**config.mk**
```make
export PLATFORM = sky130hd
export DESIGN_NAME = dbg_icb_arb
export DESIGN_NICKNAME = d
export VERILOG_FILES = /design/src/rtl/dbg_icb_arb.sv
export SDC_FILE = /design/constraint.sdc
export NUM_CORES = 1
export LEC_CHECK = 0
export ABC_AREA = 0
export BUFFER_PORTS_ARGS = -buffer_cell sky130_fd_sc_hd__buf_4
export CAP_MARGIN = 20
export CORE_AREA = 5 5 121 123
export CTS_CLUSTER_DIAMETER = 80
export CTS_CLUSTER_SIZE = 25
export DETAILED_ROUTE_END_ITERATION = 8
export DIE_AREA = 0 0 126 128
export GPL_TIMING_DRIVEN = 0
export SKIP_CTS_REPAIR_TIMING = 1
export SLEW_MARGIN = 40
export SYNTH_ARGS = -nofsm -noshare
export SYNTH_HDL_FRONTEND = slang
export SYNTH_SLANG_ARGS = --single-unit
```
**constraint.sdc**
```tcl
create_clock -name clk -period 1.8 [get_ports clk]
set_clock_uncertainty 0.15 [all_clocks]
set_input_delay 0.27 -clock clk [delete_from_list [all_inputs] [get_ports clk]]
set_output_delay 0.27 -clock clk [all_outputs]
set_load 0.03 [all_outputs]
```
**src/rtl/dbg_icb_arb.sv**
```systemverilog
// ---------------------------------------------------------------------------
// dbg_icb_arb
//
// Two-master to one-slave ICB arbiter. Master 0 is the JTAG debug port,
// master 1 is the core LSU. One transaction is in flight at a time. A slave
// that stops responding is cut off by a timeout: the master receives an error
// response, and the late slave response is drained and dropped.
//
// Ports
//   clk, rst           single clock, asynchronous active-high reset
//   m0_cmd_* / m0_rsp_*  master 0 command and response channels
//   m1_cmd_* / m1_rsp_*  master 1 command and response channels
//   s_cmd_*  / s_rsp_*   slave command and response channels
//   busy               transaction in flight or late response pending
//   tmo_pulse          one-cycle pulse in the cycle the timeout fires
//
// Handshake rule for every channel: a beat transfers on a rising clk edge
// where valid and ready are both high. The sender holds valid and payload
// stable until that edge. ready may depend combinationally on valid.
// ---------------------------------------------------------------------------
module dbg_icb_arb #(
    parameter int TMO_CYC = 256
) (
    input  logic        clk,
    input  logic        rst,

    input  logic        m0_cmd_valid,
    output logic        m0_cmd_ready,
    input  logic [31:0] m0_cmd_addr,
    input  logic [31:0] m0_cmd_wdata,
    input  logic        m0_cmd_read,
    input  logic [3:0]  m0_cmd_wmask,
    output logic        m0_rsp_valid,
    input  logic        m0_rsp_ready,
    output logic [31:0] m0_rsp_rdata,
    output logic        m0_rsp_err,

    input  logic        m1_cmd_valid,
    output logic        m1_cmd_ready,
    input  logic [31:0] m1_cmd_addr,
    input  logic [31:0] m1_cmd_wdata,
    input  logic        m1_cmd_read,
    input  logic [3:0]  m1_cmd_wmask,
    output logic        m1_rsp_valid,
    input  logic        m1_rsp_ready,
    output logic [31:0] m1_rsp_rdata,
    output logic        m1_rsp_err,

    output logic        s_cmd_valid,
    input  logic        s_cmd_ready,
    output logic [31:0] s_cmd_addr,
    output logic [31:0] s_cmd_wdata,
    output logic        s_cmd_read,
    output logic [3:0]  s_cmd_wmask,
    input  logic        s_rsp_valid,
    output logic        s_rsp_ready,
    input  logic [31:0] s_rsp_rdata,
    input  logic        s_rsp_err,

    output logic        busy,
    output logic        tmo_pulse
);

    localparam int              CW      = $clog2(TMO_CYC);
    localparam logic [CW-1:0]   CNT_MAX = CW'(TMO_CYC - 1);

    localparam logic [1:0] ST_IDLE = 2'd0;
    localparam logic [1:0] ST_CMD  = 2'd1;
    localparam logic [1:0] ST_RSP  = 2'd2;
    localparam logic [1:0] ST_ERR  = 2'd3;

    logic [1:0]    state_q, state_d;
    logic          gnt_q, gnt_d;      // owner of the transaction: 0 = m0, 1 = m1
    logic          last_q, last_d;    // master granted most recently
    logic          drain_q, drain_d;  // a timed-out response is still owed by the slave
    logic [CW-1:0] cnt_q, cnt_d;      // RSP cycles spent without s_rsp_valid

    logic          g_rsp_ready;
    logic          tmo_hit;

    assign g_rsp_ready = gnt_q ? m1_rsp_ready : m0_rsp_ready;

    // Timeout fires only when no response is present; a response arriving
    // on the last counted cycle is served normally.
    assign tmo_hit = (state_q == ST_RSP) && !s_rsp_valid && (cnt_q == CNT_MAX);

    // -----------------------------------------------------------------------
    // Next-state logic
    // -----------------------------------------------------------------------
    always_comb begin
        state_d = state_q;
        gnt_d   = gnt_q;
        last_d  = last_q;
        drain_d = drain_q;
        cnt_d   = cnt_q;

        // The first slave response seen while draining is the late one.
        if (drain_q && s_rsp_valid) begin
            drain_d = 1'b0;
        end

        case (state_q)
            ST_IDLE: begin
                if (!drain_q && (m0_cmd_valid || m1_cmd_valid)) begin
                    // On conflict the master not granted last wins; with a
                    // single requester, m1_cmd_valid alone selects the owner.
                    if (m0_cmd_valid && m1_cmd_valid) begin
                        gnt_d = ~last_q;
                    end else begin
                        gnt_d = m1_cmd_valid;
                    end
                    last_d  = gnt_d;
                    state_d = ST_CMD;
                end
            end
            ST_CMD: begin
                if (s_cmd_ready) begin
                    state_d = ST_RSP;
                    cnt_d   = '0;
                end
            end
            ST_RSP: begin
                if (s_rsp_valid) begin
                    if (g_rsp_ready) begin
                        state_d = ST_IDLE;
                    end
                end else if (tmo_hit) begin
                    state_d = ST_ERR;
                    drain_d = 1'b1;
                end else if (cnt_q != CNT_MAX) begin
                    cnt_d = cnt_q + CW'(1);
                end
            end
            ST_ERR: begin
                if (g_rsp_ready) begin
                    state_d = ST_IDLE;
                end
            end
            default: begin
                state_d = ST_IDLE;
            end
        endcase
    end

    always_ff @(posedge clk or posedge rst) begin
        if (rst) begin
            state_q <= ST_IDLE;
            gnt_q   <= 1'b0;
            last_q  <= 1'b1;
            drain_q <= 1'b0;
            cnt_q   <= '0;
        end else begin
            state_q <= state_d;
            gnt_q   <= gnt_d;
            last_q  <= last_d;
            drain_q <= drain_d;
            cnt_q   <= cnt_d;
        end
    end

    // -----------------------------------------------------------------------
    // Output logic (command fields are muxed, never registered)
    // -----------------------------------------------------------------------
    always_comb begin
        m0_cmd_ready = 1'b0;
        m1_cmd_ready = 1'b0;
        m0_rsp_valid = 1'b0;
        m0_rsp_rdata = 32'h0;
        m0_rsp_err   = 1'b0;
        m1_rsp_valid = 1'b0;
        m1_rsp_rdata = 32'h0;
        m1_rsp_err   = 1'b0;
        s_cmd_valid  = 1'b0;
        s_cmd_addr   = 32'h0;
        s_cmd_wdata  = 32'h0;
        s_cmd_read   = 1'b0;
        s_cmd_wmask  = 4'h0;
        s_rsp_ready  = 1'b0;

        case (state_q)
            ST_CMD: begin
                s_cmd_valid = 1'b1;
                if (gnt_q) begin
                    s_cmd_addr   = m1_cmd_addr;
                    s_cmd_wdata  = m1_cmd_wdata;
                    s_cmd_read   = m1_cmd_read;
                    s_cmd_wmask  = m1_cmd_wmask;
                    m1_cmd_ready = s_cmd_ready;
                end else begin
                    s_cmd_addr   = m0_cmd_addr;
                    s_cmd_wdata  = m0_cmd_wdata;
                    s_cmd_read   = m0_cmd_read;
                    s_cmd_wmask  = m0_cmd_wmask;
                    m0_cmd_ready = s_cmd_ready;
                end
            end
            ST_RSP: begin
                s_rsp_ready = g_rsp_ready;
                if (gnt_q) begin
                    m1_rsp_valid = s_rsp_valid;
                    m1_rsp_rdata = s_rsp_rdata;
                    m1_rsp_err   = s_rsp_err;
                end else begin
                    m0_rsp_valid = s_rsp_valid;
                    m0_rsp_rdata = s_rsp_rdata;
                    m0_rsp_err   = s_rsp_err;
                end
            end
            ST_ERR: begin
                // Synthesised error response; rdata stays zero.
                if (gnt_q) begin
                    m1_rsp_valid = 1'b1;
                    m1_rsp_err   = 1'b1;
                end else begin
                    m0_rsp_valid = 1'b1;
                    m0_rsp_err   = 1'b1;
                end
            end
            default: begin
            end
        endcase

        // While draining, the slave side is always accepted and the late
        // response reaches no master.
        if (drain_q) begin
            s_rsp_ready = 1'b1;
        end
    end

    assign busy      = (state_q != ST_IDLE) || drain_q;
    assign tmo_pulse = tmo_hit;

endmodule

```
## Word-level counts from Yosys, hierarchy flattened

Index checks and enable logic that the tools add are counted.

- Input bits: 179
- Output and inout bits: 143
- Register bits: 13
- Word-level logic and storage cells: 79

- $add $sub $neg: 1
- Eq/ne operators: 11
- Bitwise gates (word level): 1
- Mux-type cells: 46
- Reductions and logical operators: 15

Operator list:

| operator | number |
|---|---|
| $mux W32 | 8 |
| $mux W8 | 4 |
| $mux W1 | 21 |
| $pmux W8 S2 | 1 |
| $mux W2 | 5 |
| $add A8 B1 Y8 const B | 1 |
| $eq A8 B8 Y1 const B | 1 |
| $mux W4 | 2 |
| $ne A2 B2 Y1 const B | 4 |
| $ne A8 B8 Y1 const B | 1 |
| $pmux W1 S2 | 4 |
| $pmux W2 S4 | 1 |
| $logic_and A1 B1 Y1 | 5 |
| $reduce_and A5 Y1 | 1 |
| $eq A2 B2 Y1 const B | 2 |
| $reduce_bool A2 Y1 | 2 |
| $ne A3 B3 Y1 const B | 1 |
| $reduce_and A3 Y1 | 1 |
| $eq A2 B1 Y1 const B | 1 |
| $logic_not A1 Y1 | 2 |
| $logic_not A2 Y1 | 1 |
| $logic_or A1 B1 Y1 | 2 |
| $ne A2 B1 Y1 const B | 1 |
| $reduce_and A2 Y1 | 1 |
| $not A1 Y1 | 1 |

## Longest topological paths before layout

Gate-level depths: netlist of the first run.

- Word-level depth: 6
- Depth in mapped cells: 5
- Depth with buffers taken out: 4

## Worst setup path before layout of the first run

OpenSTA, ideal clock, no wires.

- Path kind: flip-flop to output port
- Start point: register state_q[1]
- End point: output port s_cmd_addr[21]
- Buffers on the path: 3
- Arrival time: 1.411 ns
- Required time: 1.380 ns
- Stages on the path, launching flop included: 6
- Path slack: -0.031 ns
- Path through: dfrtp_1 -> nand2b_1 -> buf_2 -> buf_2 -> buf_2 -> nor2_1

- Word-level cells in the longest chain between the ends: 2

RTL lines:

| element | RTL line | source |
|---|---|---|
| from (decl) | 72 | `logic [1:0] state_q, state_d;` |
| from (signal assigned) | 153 | `state_q <= state_d;` |
| $eq A2 B1 Y1 | 180 | `case (state_q)` |
| $mux W32 | 180 |  |
| to (decl) | 51 | `output logic [31:0] s_cmd_addr,` |

Every way passes these cells.

## Worst setup path after layout of the first run

- Start point: register gnt_q
- End point: output port s_cmd_addr[28]

- Word-level cells in the longest chain between the ends: 2

RTL lines:

| element | RTL line | source |
|---|---|---|
| from (decl) | 73 | `logic gnt_q, gnt_d;` |
| from (signal assigned) | 154 | `gnt_q <= gnt_d;` |
| $mux W32 | 183 | `if (gnt_q) begin` |
| $mux W32 | 180 |  |

Every way passes these cells.

==> summary.md, run 1 <==
| Metric | Value |
|---|---|
| Status | finished, violations left |
| Failing checks | setup timing |
| Via count | about 3600 |
| Area Overhead vs Synth | 146% |
| Fill cells | between 1000 and 1500 |
| Combinational Power Share | approximately nine tenths |
| Worst Reg-to-Reg Cells | 4 |
| Synth Instances | 350 |
| CTS max path bufs | 2 |
| DRT iter0 DRCs | about 160 |
| H-tree Lvls | 1 |
| Die Span Y | 128 microns |
| End of the worst register-to-register path | state_q[0] |
| Global-route wire length before repair | 19.8 mm |
| Pleak | around 3 nW |
| Horiz. Die Dim | 126 microns |
| Commonest cells after routing, fill and taps aside | buf_4, nor2_1, mux2i_1, nand2b_1, buf_6 |
| DR WL/cell | approximately 16 microns |
| Initial core utilization | between 15 and 20% |
| Clock slew at reported path FFs | around 0.04 ns |
| CP Capture Type | output port |
| Hold depth | 2 |
| Antenna diodes | 0 |
| Die area | about 16000 sq um |
| Final nets | 868 |
| Fin. Hold Viols | 0 |
| Seq/Total Area, Yosys | 14.1% |
| Hold WC Path Type | input pin to flop |
| Vias in the first global route | about 3400 |
| Post-layout min period | 1.95 ns |
| Worst slew pin tran | 0.504 ns |
| CTS root buffer | clkbuf_16 |
| Clock sinks | 13 |
| Final setup margin | -0.150 ns |
| Crit path max fanout | 10 |
| Dpl hpwl | 11.4 mm |
| Max-slew violation count | 0 |
| Final period utilization | 108% |
| Num CTS Buffers | 3 |
| Syn nets | 530 |
| Avg Cell Area, Syn | roughly 6.6 sq um |
| Largest net degree at the start of global routing | 14 |
| Final core occ | between 40% and 50% |
| IO buf count | around 320 |
| Worst Path Arrival | approximately 1.5 ns |
| Mapped Area | 2310 sq um |
| Yosys cell types | 37 |
| Global Route Usage Sum | between 10% and 20% |
| #FFs+latches synth | 13 |
| Seq pwr share | under 10% |
| Critical path class | flop to output port |
| Max Freq | 513 MHz |
| Sw frac | approximately 53% |
| R2r startpoint | cnt_q[0] |
| Slew headroom | between 60% and 70% |
| Worst setup SP type | flop |
| Synth warn | 0 |
| Vias/cell | about 4.2 |
| Int Power | about 0.004 W |
| Commonest non-fill, non-tap cell in the layout | buf_4 |
| IO Pins | between 300 and 400 |
| Hold_sp | m0_cmd_valid |
| DRT Pass-1 Iters | 4 |
| Worst path required time | 1.38 ns |
| PwrDens | 1540 nW/um^2 |
| CTS tree | yes |
| Max-Cap Viols | 0 |
| Routability cong. | between 0.8 and 0.9 |
| Share of layout cells above drive strength 1 | around 60% |
| Initial antenna violation count | 0 |
| Worst reg-to-reg setup slack | 0.03 ns |
| Final setup violation count | approximately 130 |
| Sw Pwr | between 0.004 and 0.005 W |
| Row Count | 43 |
| Place WS | -0.323 ns |
| Total congestion overflow | 0 |
| Routed WL | 14.1 mm |
| WHS Endpoint | last_q |
| Total core area | 13600 sq um |
| RSZ-0062 raised after global routing | yes |
| DR DRC count | 0 |
| Clock Latency Late Sink | ~0.25 ns |
| Clock power frac | just under 5% |
| Number of antenna-violating nets in the routed design | 0 |
| Max rail drop VDD | about 0.57 mV |
-- layer usage --
layer / up-vias / wire length, microns / share of wire [%] / GRT usage [%]
met1: 1659 / 5480 / 39 / 18.7
met2: 132 / 7680 / 54 / 27.8
met3: 10 / 845 / 6.0 / 2.88
met5: - / 0 / 0 / 0
met4: 0 / 129 / 0.91 / 1.89
li1: 1836 / - / - / -
-- power groups by stage --
stage	Clock (W)	Combinational [W]	Sequential [W]
2_1_floorplan	0	0.00416	0.000413
3_3_place_gp	0	0.00654	0.000433
3_5_place_dp	0	0.00653	0.000433
4_1_cts	0.000435	0.00656	0.000429
5_1_grt	0.000461	0.00834	0.000467
6_report	0.000428	0.00787	0.000454
-- stage by stage --
step,std cells,TNS [ns],hold WS (ns),total power [W],instance area [sq um]
3_3_place_gp,851,-20.45,0.198,0.00697,4950
2_1_floorplan,350,-0.305,-0.00376,0.00457,2310
4_1_cts,855,-56.77,-0.0623,0.00742,5030
3_5_place_dp,851,-19.42,0.198,0.00697,4950
6_report,867,-9.32,0.0495,0.00875,5700
5_1_grt,867,-19.93,0.0563,0.00927,5700
-- sequential cells by signal, indices dropped and copies added (netlist names) --
register	cells
state_q	2
drain_q	1
last_q	1
cnt_q	8
gnt_q	1
-- critical path, stage by stage, from the launching register on --
cell and delay [ns]:
dfrtp_1 0.41, buf_12 0.19, buf_12 0.19, mux2i_2 0.29, nor2_4 0.06, buf_6 0.14
-- kinds of logic after synthesis --
logic type,share of synthesized area [%]
AND/OR/NAND/NOR,40.6
flip-flops,14.1
buffers and inverters,6.92
adder cells (fa/ha/maj),0.540
multiplexers,32.0
AO/OA/AOI/OAI,5.78
-- synth_stat cells --
| library cell | count | area, sq um |
|---|---|---|
| dfrtp_1 | 12 | 300 |
| ha_1 | 1 | 12.5 |
| o2bb2ai_1 | 1 | 8.76 |
| a32o_1 | 1 | 10.0 |
| nand3_2 | 1 | 10.0 |
| nor3_2 | 1 | 10.0 |
| inv_2 | 1 | 3.75 |
| o21ai_1 | 2 | 10.0 |
| a21oi_1 | 4 | 20.0 |
| nor3b_2 | 1 | 12.5 |
| a31oi_1 | 2 | 12.5 |
| nand3b_1 | 1 | 7.51 |
| or2_2 | 1 | 6.26 |
| and3_1 | 4 | 25.0 |
| buf_2 | 11 | 55.1 |
| a41o_1 | 1 | 10.0 |
| o21ai_0 | 1 | 5.00 |
| o21bai_1 | 1 | 7.51 |
| buf_4 | 4 | 30.0 |
| nor3b_1 | 1 | 7.51 |
| inv_1 | 3 | 11.3 |
| a311oi_1 | 1 | 8.76 |
| and2_1 | 2 | 12.5 |
| and4_1 | 2 | 17.5 |
| nand4_1 | 2 | 12.5 |
| nor4bb_1 | 1 | 10.0 |
| o311a_1 | 1 | 10.0 |
| a211oi_1 | 2 | 15.0 |
| nor2_1 | 142 | 533 |
| nand2_1 | 11 | 41.3 |
| clkbuf_1 | 16 | 60.1 |
| dfstp_2 | 1 | 26.3 |
| mux2i_1 | 74 | 741 |
| o211ai_1 | 1 | 7.51 |
| nand2b_1 | 36 | 225 |
| a221oi_1 | 1 | 8.76 |
| nand3_1 | 2 | 10.0 |
-- cell type report --
type / count / area [sq um] / area share (%)
Timing Repair Buffer: 335 / 2610 / 45.8
Multi-Input combinational cell: 302 / 2110 / 37.1
Sequential cell: 13 / 329 / 5.78
Buffer: 29 / 324 / 5.69
Tap cell: 180 / 225 / 3.95
Clock buffer: 4 / 78.8 / 1.38
Inverter: 4 / 15.0 / 0.264
-- worst max-delay path by stage --
| stage | from | to | slack, ns | depth (start not counted) |
|---|---|---|---|---|
| after floorplan | state_q[1] | s_cmd_addr[21] | -0.03 | 5 |
| after global placement | state_q[0] | m1_rsp_rdata[16] | -0.37 | 5 |
| after detailed placement | state_q[0] | m1_rsp_rdata[16] | -0.32 | 5 |
| after CTS | state_q[0] | m1_rsp_rdata[16] | -0.60 | 5 |
| after global routing | state_q[1] | s_cmd_addr[29] | -0.20 | 6 |
| final | gnt_q | s_cmd_addr[28] | -0.15 | 5 |
(Power assumes the default switching activity.)
==> inputs of run 2 (changes only) <==
--- a/config.mk
+++ b/config.mk
@@ -10,10 +10,11 @@
 export CAP_MARGIN = 20
 export CORE_AREA = 5 5 121 123
 export CTS_CLUSTER_DIAMETER = 80
-export CTS_CLUSTER_SIZE = 25
+export CTS_CLUSTER_SIZE = 14
 export DETAILED_ROUTE_END_ITERATION = 8
 export DIE_AREA = 0 0 126 128
 export GPL_TIMING_DRIVEN = 0
+export RECOVER_POWER = 25
 export SKIP_CTS_REPAIR_TIMING = 1
 export SLEW_MARGIN = 40
 export SYNTH_ARGS = -nofsm -noshare
==> summary.md, run 2 (synthesis results as in run 1) <==
| Metric | Value |
|---|---|
| Number of antenna-violating nets in the routed design | 0 |
| Critical path class | flop to output port |
| Commonest cells after routing, fill and taps aside | buf_4, nor2_1, mux2i_1, nand2b_1, buf_6 |
| PwrDens | around 1500 nW/um^2 |
| Antenna diodes | 0 |
| Global-route wire length before repair | a little under 20 mm |
| DRT Pass-1 Iters | 4 |
| DRT iter0 DRCs | around 160 |
| Die area | about 16000 sq um |
| Vias in the first global route | 3445 |
| Routability cong. | roughly 0.85 |
| CP Capture Type | output port |
| Largest net degree at the start of global routing | 14 |
| Max-slew violation count | 0 |
| IO Pins | about 320 |
| CTS max path bufs | 2 |
| Fill cells | 1454 |
| Slew headroom | 66.4% |
| Num CTS Buffers | 3 |
| Dpl hpwl | 11.4 mm |
| Max rail drop VDD | roughly 0.57 mV |
| Final nets | a little under 900 |
| Commonest non-fill, non-tap cell in the layout | buf_4 |
| Initial core utilization | ~17% |
| Final setup margin | -0.150 ns |
| Clock Latency Late Sink | between 0.2 and 0.3 ns |
| RSZ-0062 raised after global routing | yes |
| Multi-input logic area | about 2100 sq um |
| Worst path required time | ~1.4 ns |
| Area Overhead vs Synth | 146% |
| Crit path max fanout | 10 |
| Worst slew pin tran | a little over 0.5 ns |
| DR WL/cell | between 15 and 20 microns |
| Total core area | between 10000 and 15000 sq um |
| Max-Cap Viols | 0 |
| CTS root buffer | clkbuf_16 |
| Worst setup SP type | flop |
| Final setup violation count | 132 |
| Failing checks | setup timing |
| Worst Path Arrival | approximately 1.5 ns |
| Via count | roughly 3600 |
| Share of layout cells above drive strength 1 | 60.4% |
| Row Count | 43 |
| Die Span Y | ~130 microns |
| Global Route Usage Sum | ~15% |
| Post-placement cell count | approximately 850 |
| Top Registers | cnt_q (8), state_q (2) |
| Fin. Hold Viols | 0 |
| Routed WL | around 14 mm |
| Biggest register | cnt_q |
| Max reg flops | 8 |
| Final period utilization | 108% |
| Horiz. Die Dim | around 130 microns |
| Clock slew at reported path FFs | ~0.04 ns |
| Total congestion overflow | 0 |
| Post-route insts no fill | about 870 |
| Vias/cell | 4.19 |
| H-tree Lvls | 1 |
| IO buf count | approximately 320 |
| Post-layout min period | 1.95 ns |
| Max Freq | roughly 510 MHz |
| Status | finished, violations left |
| Clock sinks | 13 |
| Hold WC Path Type | input pin to flop |
| Initial antenna violation count | 0 |
| Pleak | 3.01 nW |
| Register area | approximately 330 sq um |
| Place WS | -0.323 ns |
| CTS tree | yes |
| DR DRC count | 0 |
run 2: changes by cell type in the layout (fill, tap and decap cells not counted), sizes merged:
cell    before  now
clkbuf       7    8
buf        360  359
run 2: area by class of cell:
cell class	instances	share of cell area, %
Buffer	29	5.69
Clock buffer	4	1.38
Inverter	4	0.264
Multi-Input combinational cell	302	37.1
Sequential cell	13	5.78
Tap cell	180	3.95
Timing Repair Buffer	335	45.8
run 2: final timing paths:
kind | startpoint | end | slack, ns | cells after the start
worst max register to register | cnt_q[0] | state_q[0] | 0.03 | 4
worst min-delay path | m0_cmd_valid | last_q | 0.05 | 2
min in group asynchronous | rst | cnt_q[7] | 0.46 | 3
worst max-delay path | gnt_q | s_cmd_addr[28] | -0.15 | 5
worst min register to register | cnt_q[0] | cnt_q[0] | 0.36 | 1
max in group asynchronous | rst | state_q[1] | 0.67 | 3
run 2: worst max-delay path, cell delays in order (launching register included):
cell,delay (ns)
dfrtp_1,0.41
buf_12,0.19
buf_12,0.19
mux2i_2,0.29
nor2_4,0.06
buf_6,0.14
run 2: where the power goes:
| group | internal (W) | switching [W] |
|---|---|---|
| clock network | 0.000299 | 0.000129 |
| logic | 0.00341 | 0.00445 |
| registers | 0.000368 | 0.0000857 |
| total | 0.00408 | 0.00467 |
run 2: metrics by stage:
stage	util (%)	power [W]	TNS (ns)	hold WS (ns)	instance area, sq um
6_report	42.0	0.00875	-9.32	0.0495	5700
5_1_grt	42.0	0.00927	-19.93	0.0563	5700
4_1_cts	37.1	0.00742	-56.77	-0.0623	5030
3_5_place_dp	36.5	0.00697	-19.42	0.198	4950
3_3_place_gp	36.5	0.00697	-20.45	0.198	4950
2_1_floorplan	-	0.00457	-0.305	-0.00376	2310
run 2: layer usage:
layer / track usage [%] / vias up / wire length, microns
met3: 2.88 / 10 / 845
met2: 27.8 / 132 / 7680
met4: 1.89 / 0 / 129
met5: 0 / - / 0
li1: - / 1836 / -
met1: 18.7 / 1659 / 5480
